--- config.mk ---
export PLATFORM = sky130hd
export DESIGN_NAME = cnn_frame_scheduler_flat
export DESIGN_NICKNAME = d
export VERILOG_FILES = /design/src/rtl/cnn_frame_scheduler_if.sv /design/src/rtl/cnn_frame_scheduler.sv /design/src/flat_wrapper.sv
export SDC_FILE = /design/constraint.sdc
export NUM_CORES = 1
export LEC_CHECK = 0
export BUFFER_PORTS_ARGS = -buffer_cell sky130_fd_sc_hd__buf_4
export CAP_MARGIN = 20
export CORE_MARGIN = 2
export CORE_UTILIZATION = 35
export CTS_CLUSTER_DIAMETER = 30
export CTS_CLUSTER_SIZE = 14
export DETAILED_ROUTE_END_ITERATION = 8
export GPL_TIMING_DRIVEN = 0
export HOLD_SLACK_MARGIN = 0.05
export PLACE_DENSITY = 0.53
export SYNTH_ARGS = -nofsm -noshare
export SYNTH_HDL_FRONTEND = slang
export SYNTH_SLANG_ARGS = --single-unit
--- constraint.sdc ---
create_clock -name clk -period 3.05 [get_ports clk]
set_input_delay 0 -clock clk [delete_from_list [all_inputs] [get_ports clk]]
set_output_delay 0 -clock clk [all_outputs]
set_load 0.01 [all_outputs]
--- src/rtl/cnn_frame_scheduler_if.sv ---
// Pixel, classifier and status bundle of the CNN frame scheduler.
// The master side is the host (ROI sampler / classifier); the slave side is the scheduler.
interface cnn_frame_scheduler_if #(
   parameter int DATA_WIDTH = 8
);
   logic                  en;
   logic                  vsync;
   logic                  pix_valid_in;
   logic [DATA_WIDTH-1:0] pix_in;
   logic                  cnn_valid_out;
   logic [DATA_WIDTH-1:0] cnn_pixel_out;
   logic                  class_valid;
   logic signed [31:0]    score0;
   logic signed [31:0]    score1;
   logic signed [31:0]    score2;
   logic [2:0]            shape_code;
   logic                  shape_valid;
   logic                  busy;
   logic                  timeout_err;
   logic                  pad_err;

   modport master (
      output en, vsync, pix_valid_in, pix_in,
      output class_valid, score0, score1, score2,
      input  cnn_valid_out, cnn_pixel_out,
      input  shape_code, shape_valid, busy, timeout_err, pad_err
   );

   modport slave (
      input  en, vsync, pix_valid_in, pix_in,
      input  class_valid, score0, score1, score2,
      output cnn_valid_out, cnn_pixel_out,
      output shape_code, shape_valid, busy, timeout_err, pad_err
   );
endinterface

--- src/rtl/cnn_frame_scheduler.sv ---
// Frame sequencer: admits a fixed pixel count per frame, zero-pads short
// frames, waits for the classifier with a timeout and votes over frames.
module cnn_frame_scheduler #(
   parameter int DATA_WIDTH    = 8,
   parameter int PIX_PER_FRAME = 784,
   parameter int VOTE_FRAMES   = 8,
   parameter int TIMEOUT       = 4096
) (
   input logic                   clk,
   input logic                   rst_n,
   cnn_frame_scheduler_if.slave  sched
);
   localparam int PC_W = $clog2(PIX_PER_FRAME + 1);
   localparam int TC_W = $clog2(TIMEOUT + 1);
   localparam int VC_W = $clog2(VOTE_FRAMES + 1);

   localparam logic [PC_W-1:0] PIX_LAST = PC_W'(PIX_PER_FRAME - 1);
   localparam logic [TC_W-1:0] TMO_LAST = TC_W'(TIMEOUT - 1);
   localparam logic [VC_W-1:0] VOTE_MAX = VC_W'(VOTE_FRAMES);

   typedef enum logic [2:0] {
      S_IDLE, S_ARM, S_FEED, S_PAD, S_DRAIN, S_VOTE
   } state_t;

   state_t                r_state;
   logic                  r_vsync_q;
   logic [PC_W-1:0]       r_pix_cnt;
   logic [TC_W-1:0]       r_tmo_cnt;
   logic [VC_W-1:0]       r_frame_cnt;
   logic [VC_W-1:0]       r_vote_o;
   logic [VC_W-1:0]       r_vote_w;
   logic [VC_W-1:0]       r_vote_i;
   logic                  r_padded;
   logic [1:0]            r_win;
   logic                  r_cnn_valid;
   logic [DATA_WIDTH-1:0] r_cnn_pixel;
   logic [2:0]            r_shape_code;
   logic                  r_shape_valid;
   logic                  r_tmo_err;
   logic                  r_pad_err;

   logic                  w_vs_rise;
   logic [1:0]            w_win;
   logic [VC_W-1:0]       w_vote_o;
   logic [VC_W-1:0]       w_vote_w;
   logic [VC_W-1:0]       w_vote_i;
   logic [VC_W-1:0]       w_frame_nx;
   logic [2:0]            w_code;

   assign w_vs_rise = sched.vsync & ~r_vsync_q;

   // Argmax of the live scores; ties resolve toward the lower index.
   always_comb begin
      w_win = 2'd0;
      if (!(sched.score0 >= sched.score1 && sched.score0 >= sched.score2))
         w_win = (sched.score1 >= sched.score2) ? 2'd1 : 2'd2;
   end

   always_comb begin
      w_vote_o = r_vote_o;
      w_vote_w = r_vote_w;
      w_vote_i = r_vote_i;
      if (!r_padded) begin
         if (r_win == 2'd0 && r_vote_o != VOTE_MAX) w_vote_o = r_vote_o + 1'b1;
         if (r_win == 2'd1 && r_vote_w != VOTE_MAX) w_vote_w = r_vote_w + 1'b1;
         if (r_win == 2'd2 && r_vote_i != VOTE_MAX) w_vote_i = r_vote_i + 1'b1;
      end
      w_frame_nx = (r_frame_cnt == VOTE_MAX) ? r_frame_cnt : r_frame_cnt + 1'b1;
   end

   // Decision uses the counts including the frame being voted this cycle.
   always_comb begin
      w_code = 3'd0;
      if (w_vote_o != '0 || w_vote_w != '0 || w_vote_i != '0) begin
         if (w_vote_o >= w_vote_w && w_vote_o >= w_vote_i) w_code = 3'd1;
         else if (w_vote_w >= w_vote_i)                     w_code = 3'd2;
         else                                               w_code = 3'd3;
      end
   end

   always_ff @(posedge clk or negedge rst_n) begin
      if (!rst_n) begin
         r_state       <= S_IDLE;
         r_vsync_q     <= 1'b0;
         r_pix_cnt     <= '0;
         r_tmo_cnt     <= '0;
         r_frame_cnt   <= '0;
         r_vote_o      <= '0;
         r_vote_w      <= '0;
         r_vote_i      <= '0;
         r_padded      <= 1'b0;
         r_win         <= 2'd0;
         r_cnn_valid   <= 1'b0;
         r_cnn_pixel   <= '0;
         r_shape_code  <= 3'd0;
         r_shape_valid <= 1'b0;
         r_tmo_err     <= 1'b0;
         r_pad_err     <= 1'b0;
      end else begin
         r_vsync_q     <= sched.vsync;
         r_cnn_valid   <= 1'b0;
         r_cnn_pixel   <= '0;
         r_shape_valid <= 1'b0;
         r_tmo_err     <= 1'b0;
         r_pad_err     <= 1'b0;
         if (!sched.en) begin
            r_state     <= S_IDLE;
            r_pix_cnt   <= '0;
            r_tmo_cnt   <= '0;
            r_frame_cnt <= '0;
            r_vote_o    <= '0;
            r_vote_w    <= '0;
            r_vote_i    <= '0;
            r_padded    <= 1'b0;
         end else begin
            unique case (r_state)
               S_IDLE: r_state <= S_ARM;
               S_ARM: begin
                  if (w_vs_rise) begin
                     r_state   <= S_FEED;
                     r_pix_cnt <= '0;
                     r_padded  <= 1'b0;
                  end
               end
               S_FEED: begin
                  if (sched.pix_valid_in) begin
                     r_cnn_valid <= 1'b1;
                     r_cnn_pixel <= sched.pix_in;
                     r_pix_cnt   <= r_pix_cnt + 1'b1;
                  end
                  // A pixel that completes the frame wins over a same-cycle vsync.
                  if (sched.pix_valid_in && r_pix_cnt == PIX_LAST) begin
                     r_state   <= S_DRAIN;
                     r_tmo_cnt <= '0;
                  end else if (w_vs_rise) begin
                     r_state   <= S_PAD;
                     r_pad_err <= 1'b1;
                     r_padded  <= 1'b1;
                  end
               end
               S_PAD: begin
                  r_cnn_valid <= 1'b1;
                  r_pix_cnt   <= r_pix_cnt + 1'b1;
                  if (r_pix_cnt == PIX_LAST) begin
                     r_state   <= S_DRAIN;
                     r_tmo_cnt <= '0;
                  end
               end
               S_DRAIN: begin
                  if (sched.class_valid) begin
                     r_state <= S_VOTE;
                     r_win   <= w_win;
                  end else if (r_tmo_cnt == TMO_LAST) begin
                     r_state   <= S_ARM;
                     r_tmo_err <= 1'b1;
                  end else begin
                     r_tmo_cnt <= r_tmo_cnt + 1'b1;
                  end
               end
               S_VOTE: begin
                  r_state <= S_ARM;
                  if (w_frame_nx == VOTE_MAX) begin
                     r_shape_code  <= w_code;
                     r_shape_valid <= 1'b1;
                     r_frame_cnt   <= '0;
                     r_vote_o      <= '0;
                     r_vote_w      <= '0;
                     r_vote_i      <= '0;
                  end else begin
                     r_frame_cnt <= w_frame_nx;
                     r_vote_o    <= w_vote_o;
                     r_vote_w    <= w_vote_w;
                     r_vote_i    <= w_vote_i;
                  end
               end
               default: r_state <= S_IDLE;
            endcase
         end
      end
   end

   assign sched.cnn_valid_out = r_cnn_valid;
   assign sched.cnn_pixel_out = r_cnn_pixel;
   assign sched.shape_code    = r_shape_code;
   assign sched.shape_valid   = r_shape_valid;
   assign sched.timeout_err   = r_tmo_err;
   assign sched.pad_err       = r_pad_err;
   assign sched.busy          = (r_state == S_FEED) || (r_state == S_PAD) ||
                                (r_state == S_DRAIN);
endmodule

--- src/flat_wrapper.sv ---
// flat-port wrapper written by rule: the top's interface ports become plain ports
module cnn_frame_scheduler_flat 
#(
   parameter int DATA_WIDTH    = 8,
   parameter int PIX_PER_FRAME = 784,
   parameter int VOTE_FRAMES   = 8,
   parameter int TIMEOUT       = 4096
)
  (clk, rst_n, sched_en, sched_vsync, sched_pix_valid_in, sched_pix_in, sched_class_valid, sched_score0, sched_score1, sched_score2, sched_cnn_valid_out, sched_cnn_pixel_out, sched_shape_code, sched_shape_valid, sched_busy, sched_timeout_err, sched_pad_err);
  cnn_frame_scheduler_if #(.DATA_WIDTH(DATA_WIDTH)) sched_i ();
  input logic clk;
  input logic rst_n;
  input wire logic [$bits(sched_i.en)-1:0] sched_en;
  input wire logic [$bits(sched_i.vsync)-1:0] sched_vsync;
  input wire logic [$bits(sched_i.pix_valid_in)-1:0] sched_pix_valid_in;
  input wire logic [$bits(sched_i.pix_in)-1:0] sched_pix_in;
  input wire logic [$bits(sched_i.class_valid)-1:0] sched_class_valid;
  input wire logic [$bits(sched_i.score0)-1:0] sched_score0;
  input wire logic [$bits(sched_i.score1)-1:0] sched_score1;
  input wire logic [$bits(sched_i.score2)-1:0] sched_score2;
  output wire logic [$bits(sched_i.cnn_valid_out)-1:0] sched_cnn_valid_out;
  output wire logic [$bits(sched_i.cnn_pixel_out)-1:0] sched_cnn_pixel_out;
  output wire logic [$bits(sched_i.shape_code)-1:0] sched_shape_code;
  output wire logic [$bits(sched_i.shape_valid)-1:0] sched_shape_valid;
  output wire logic [$bits(sched_i.busy)-1:0] sched_busy;
  output wire logic [$bits(sched_i.timeout_err)-1:0] sched_timeout_err;
  output wire logic [$bits(sched_i.pad_err)-1:0] sched_pad_err;
  assign sched_i.en = sched_en;
  assign sched_i.vsync = sched_vsync;
  assign sched_i.pix_valid_in = sched_pix_valid_in;
  assign sched_i.pix_in = sched_pix_in;
  assign sched_i.class_valid = sched_class_valid;
  assign sched_i.score0 = sched_score0;
  assign sched_i.score1 = sched_score1;
  assign sched_i.score2 = sched_score2;
  assign sched_cnn_valid_out = sched_i.cnn_valid_out;
  assign sched_cnn_pixel_out = sched_i.cnn_pixel_out;
  assign sched_shape_code = sched_i.shape_code;
  assign sched_shape_valid = sched_i.shape_valid;
  assign sched_busy = sched_i.busy;
  assign sched_timeout_err = sched_i.timeout_err;
  assign sched_pad_err = sched_i.pad_err;
  cnn_frame_scheduler #(.DATA_WIDTH(DATA_WIDTH), .PIX_PER_FRAME(PIX_PER_FRAME), .VOTE_FRAMES(VOTE_FRAMES), .TIMEOUT(TIMEOUT)) u_core (.clk(clk), .rst_n(rst_n), .sched(sched_i));
endmodule
==> reports/results.ini, run 1 <==
[routing]
wirelength_mm=14.7
vias=5253
wl_met3_um=802
first_iter_violations=232
dr.pass1.iters=4
route.met2.wl_mm=6.84
wl_met1_mm=6.82
vias_per_cell=5.06
drc=0
routed.top_layer=met4
routedWlPerCell_um=14.2
antenna_left=0

[final_layout]
nNetsFinal=1046
drive_above_1_share=0.188
final_cell_mix=buf_4, ha_1, inv_1
mostFrequentLayoutCell=buf_4
final_util=0.464
syn2layout_area_growth_pct=29.2
fin_cells=1039
n_antenna_cell=0
post-route-cell-area_mm2=0.00736

[place]
dp.cells=1012
dp_hpwl_mm=12.1
dpl_cell_area_mm2=0.00690
place_ws_ns=0.347
globalplace.congestion=0.858
numPortBuffers=124

[sta]
clock.fmax_mhz=373
slew_violations=0
totalNegativeSetupSlack_ns=0
rsz0062_at_grt=false
whs_ns=0.0748
setup_viol=0
fin_skew_ns=0.00905
setup_slack_ns=0.366
period_share=0.880
slew_headroom=0.489
period_needed_ns=2.68
worstMarginPinSlew_ns=0.766
hold_viol=0

[worst_hold_path]
hold_class=in -> reg
min_from=sched_pix_valid_in

[power]
total_power_mw=2.99
vdd_drop_max_v=0.000265
p_per_area_mw_per_mm2=406
power.leakage_nw=3.90

[logic_synthesis]
netlist_area_mm2=0.00570
synth_fp_nets=900
async_flop_share=1.00
ys_ff_latch=60
syn_area_per_cell_um2=8.48
synth_edf_count=0
seq_area_frac_synth=0.263
ys.warnings.count=0
yosysUniqueCellTypes=58
synthFlopType=dfrtp_1
netlist_instances=672

[global_routing]
antenna_found_initial=0
grt_pass1_vias=5371
grt.overflow.total=0
track_usage=0.171
grt_max_degree=61
grt_pass1_wl_mm=24.8

[critical_path]
crit_type=reg -> reg
cp.arrival_ns=2.90
path_max_fanout=5
crit_start=u_core.r_vote_i[0]
crit_buf_inv=1
cpMaxStageDelayCell=dfrtp_1
cp_cell_sequence=inv_1 > ha_1 > nand2_1 > o211a_2 > xnor2_1 > ha_1 > nand2b_1 > a21o_1 > a21o_1 > a21oi_1 > nor2_1 > nor2_1 > o21ai_1
critPathMaxStageDelay_ns=0.42
cp-start-kind=flip-flop
path_delay_family=compound AO/OA/AOI/OAI gates
end_kind=flip-flop
r2r_start=u_core.r_vote_i[0]
critPathRequiredTime_ns=3.26

[clocking]
insertion_delay_ns=0.33
clockRootBuffer=clkbuf_16
cts_buffers=9
cts_tree=built
h-tree-depth=3
clk_path_buf_depth=2
numClockSinks=60
cts_setup_buffers=0
clkSlewWorstSetupHoldPaths_ns=0.05

[outcome]
status=completed

[run]
max_cap_viol_count=0

[die]
ios=126
die_area_mm2=0.0173
core_mm2=0.0159
initial_core_util=0.359
die_w_um=132
rows=46
die_y_um=132

flip-flops by register name, indices dropped and copies added (netlist names):
register	count
u_core.r_pix_cnt	10
u_core.r_state	3
u_core.r_vote_o	4
u_core.r_vote_w	4
u_core.r_vsync_q	1
u_core.sched.shape_code	2
u_core.sched.pad_err	1
u_core.sched.cnn_valid_out	1
u_core.sched.shape_valid	1
u_core.r_vote_i	4
u_core.r_padded	1
u_core.r_win	2
u_core.r_tmo_cnt	13
u_core.sched.cnn_pixel_out	8
u_core.sched.timeout_err	1
u_core.r_frame_cnt	4
final cells by class:
class,instances,area [µm²]
Buffer,9,47.5
Clock buffer,12,256
Clock inverter,4,95.1
Fill cell,1596,8520
Inverter,86,323
Multi-Input combinational cell,517,3830
Sequential cell,60,1500
Tap cell,216,270
Timing Repair Buffer,135,1040
Yosys cell counts (6+ instances only):
master | n | area (µm²)
ha_1 | 118 | 1480
inv_1 | 82 | 308
nand3_1 | 17 | 85.1
a21oi_1 | 43 | 215
nand2_1 | 56 | 210
o21ai_0 | 41 | 205
nor2b_1 | 6 | 37.5
nor2_1 | 35 | 131
a21o_1 | 24 | 180
nor3_1 | 7 | 35.0
o211ai_1 | 8 | 60.1
xor2_1 | 15 | 131
nand4_1 | 36 | 225
and3_1 | 10 | 62.6
xnor2_1 | 8 | 70.1
o21ai_1 | 12 | 60.1
dfrtp_1 | 60 | 1500
and2_1 | 13 | 81.3
where the power goes:
part	switching, mW	internal [mW]	total, mW
Combinational	0.513	0.414	0.927
Sequential	0.0386	0.839	0.878
Clock	0.347	0.841	1.19
worst reg2reg max path, cell delays in order (launching register included):
cell      delay, ns
dfrtp_1        0.42
inv_1          0.11
ha_1           0.16
nand2_1        0.08
o211a_2        0.30
xnor2_1        0.35
ha_1           0.30
nand2b_1       0.14
a21o_1         0.17
a21o_1         0.17
a21oi_1        0.14
nor2_1         0.08
nor2_1         0.11
o21ai_1        0.06
path summary, 6_finish.rpt:
check	to	slack, ns	cells past startpoint
min reg2reg	u_core.r_pix_cnt[9]	0.48	1
min in group asynchronous	u_core.sched.shape_code[0]	0.31	2
max	u_core.sched.shape_code[0]	0.37	13
max in group asynchronous	u_core.r_pix_cnt[3]	2.24	2
max reg2reg	u_core.sched.shape_code[0]	0.37	13
min	u_core.sched.pad_err	0.07	4
cell families after synthesis:
group                      after synthesis  synth area share
AOI/OAI and AO/OA                      168             0.183
and+or+nand+nor                        202             0.185
xor gates and xnor gates                23            0.0353
DFF                                     60             0.263
other                                    1          0.000658
muxes                                    5           0.00878
adders and majority gates              118             0.259
buffers and inverters                   95            0.0650
metal layers:
layer / track usage / up-vias
met5: 0 / -
met2: 0.283 / 122
met3: 0.0355 / 22
met4: 0.0634 / 0
met1: 0.219 / 2413
li1: - / 2696
repair_timing:
item / 4_1_cts / 5_1_grt
hold endpoints to repair: 74 / 0
gates resized for setup: 0 / 0
hold buffers: 11 / 0
Note: power is estimated with default switching activity, not from simulation.
==> run 2, diff against run 1 <==
- ABC_AREA: not set -> 1
- CAP_MARGIN: 20 -> not set
- PLACE_DENSITY: 0.53 -> 0.52
==> run 2 against run 1 <==
Combinational power increased by 41%. Hold slack got worse by 0.018 ns. Critical path type unchanged. Register-to-register slack improved by 0.19 ns. Total power increased by 17%. Sequential power increased by 3.1%. Clock-buffer cell count decreased by 2. Synthesized cell count increased by 24%. Maximum frequency increased by 7.7%. Cell count increased by 16%.
==> reports/results.ini, run 2 <==
[global_routing]
gr-max-usage-layer=met2
use_met1=0.248  ; +0.0287
grt_max_degree=61  ; unchanged
track_usage=0.172  ; +0.00104
grt_pass1_wl_mm=25.6  ; +3.2%
grt.overflow.total=0  ; unchanged
grt_util_met3=0.0333  ; -0.00220
antenna_found_initial=0  ; unchanged
grt_pass1_vias=5411  ; +0.74%
met2_usage=0.272  ; -0.0114

[routing]
first_iter_violations=178  ; -23%
dr.pass1.iters=4  ; unchanged
routedWlPerCell_um=12.2  ; -14%
vias=5513  ; +4.9%
drc=0  ; unchanged
vias_per_cell=4.56  ; -9.7%
wirelength_mm=14.8  ; +0.31%
antenna_left=0  ; unchanged

[place]
numPortBuffers=123  ; -0.81%
dp_hpwl_mm=12.2  ; +0.75%
globalplace.congestion=0.811  ; -5.4%
dp.cells=1181  ; +17%
place_ws_ns=0.540  ; +0.194 ns

[logic_synthesis]
synth_top_area_frac=0.248  ; -0.0152
synth_top_area_cell=dfrtp_1
seq_area_frac_synth=0.248  ; -0.0152
synth_fp_nets=1061  ; +18%
netlist_instances=833  ; +24%
yosys-top-cells-count=nand2_1, inv_1, ha_1
netlist_area_mm2=0.00605  ; +6.1%
yosysUniqueCellTypes=41  ; -29%
yosys-top-cells-area=dfrtp_1, ha_1, nand2_1
synth_most_common_cell=nand2_1
syn_area_per_cell_um2=7.26  ; -14%
ys_ff_latch=60  ; unchanged
async_flop_share=1.00  ; unchanged
synthFlopType=dfrtp_1
synth_edf_count=0  ; unchanged
ys.warnings.count=0  ; unchanged

[sta]
setup_slack_ns=0.557  ; +0.191 ns
slew_violations=0  ; unchanged
fin_skew_ns=0.00467  ; -0.00439 ns
totalNegativeSetupSlack_ns=0  ; unchanged
rsz0062_at_grt=false
period_needed_ns=2.49  ; -0.191 ns
setup_viol=0  ; unchanged
whs_ns=0.0570  ; -0.0178 ns
hold_viol=0  ; unchanged
slew_headroom=0.476  ; -0.0134
worstMarginPinSlew_ns=0.786  ; +0.0200 ns
period_share=0.817  ; -0.0625
clock.fmax_mhz=401  ; +7.7%

[clocking]
cts_buffers=9  ; unchanged
insertion_delay_ns=0.33  ; about the same
h-tree-depth=3  ; unchanged
clkSlewWorstSetupHoldPaths_ns=0.05  ; about the same
clk_path_buf_depth=2  ; unchanged
cts_tree=built
numClockSinks=60  ; unchanged
cts-resized-gates=0  ; unchanged
clockRootBuffer=clkbuf_16

[die]
core_mm2=0.0171  ; +7.8%
die_y_um=135  ; +2.9%
die_area_mm2=0.0184  ; +5.9%
die_w_um=135  ; +2.9%
ios=126  ; unchanged
initial_core_util=0.354  ; -0.00542
rows=48  ; +4.3%

[critical_path]
cp.arrival_ns=2.72  ; -0.18 ns
r2r_start=u_core.r_vote_o[0]
critPathRequiredTime_ns=3.27  ; about the same
path_max_fanout=5  ; unchanged
cp-start-kind=flip-flop
end_kind=flip-flop
crit_start=u_core.r_vote_o[0]
crit_type=reg -> reg

[outcome]
status=completed

[run]
max_cap_viol_count=0  ; unchanged

[final_layout]
top_register=u_core.r_tmo_cnt
largest_register_ffs=13  ; unchanged
mostFrequentLayoutCell=nand2_1
syn2layout_area_growth_pct=27.9
drive_above_1_share=0.185  ; -0.00319
nNetsFinal=1206  ; +15%
n_fill_cell=1771  ; +11%
fin_cells=1208  ; +16%
final_cell_mix=nand2_1, inv_1, buf_4
n_antenna_cell=0  ; unchanged

[worst_hold_path]
min_from=sched_en
hold_class=in -> reg

[power]
p_per_area_mw_per_mm2=451  ; +11%
vdd_drop_max_v=0.000328  ; +24%
power.leakage_nw=4.26  ; +9.3%

## run 2: layer usage
layer,vias to the layer above,part of all wire
li1,3034,-
met1,2396,0.52
met2,71,0.43
met4,0,0.0090
met3,12,0.032
met5,-,0
## run 2: cell type report
class,instances,area (µm²),area share
Clock buffer,10,239,0.0309
Tap cell,225,282,0.0364
Multi-Input combinational cell,605,3890,0.502
Clock inverter,6,135,0.0175
Timing Repair Buffer,134,1030,0.134
Inverter,160,601,0.0776
Buffer,8,60.1,0.00776
Sequential cell,60,1500,0.194
## run 2: worst paths after layout
| check | end | slack (ns) | cells after the start |
|---|---|---|---|
| max in group asynchronous | u_core.r_tmo_cnt[1] | 2.24 | 2 |
| min | u_core.r_tmo_cnt[4] | 0.06 | 3 |
| min reg2reg | u_core.sched.shape_code[1] | 0.49 | 2 |
| max | u_core.sched.shape_code[0] | 0.56 | 13 |
| min in group asynchronous | u_core.sched.shape_valid | 0.29 | 2 |
| max reg2reg | u_core.sched.shape_code[0] | 0.56 | 13 |
## run 2: repair_timing
action / 4_1_cts / 5_1_grt
hold buffers: 11 / 0
endpoints found under the hold margin: 71 / 0
setup buffers: 0 / 0
## run 2: cell families after synthesis
logic type      synth area share
fa+ha+maj                  0.244
simple gates               0.249
compound gates             0.130
buf+inv                    0.109
other cells             0.000620
xor+xnor                  0.0188
flops                      0.248
## run 2: where the power goes
| part | switching, mW | internal, mW |
|---|---|---|
| logic | 0.771 | 0.540 |
| clock network | 0.373 | 0.902 |
| registers | 0.0593 | 0.846 |
| total | 1.20 | 2.29 |
## run 2: critical path, stage by stage, from the launching register on
cell and delay (ns):
dfrtp_1 0.38, inv_1 0.09, ha_1 0.19, nand3_1 0.09, nand3b_1 0.18, nor4_1 0.28
xor2_1 0.33, ha_1 0.33, a21oi_1 0.15, nand3_1 0.11, nand2_1 0.08, a21oi_1 0.06
nand2_1 0.06, nand2_1 0.04
## run 2: per-stage QoR
stage                util  instance area (µm²)  power, mW
floorplan               -                 6050       1.82
global placement    0.424                 7260       2.22
detailed placement  0.424                 7260       2.23
CTS                 0.452                 7740       3.53
global route        0.452                 7740       3.77
finish              0.452                 7740       3.49
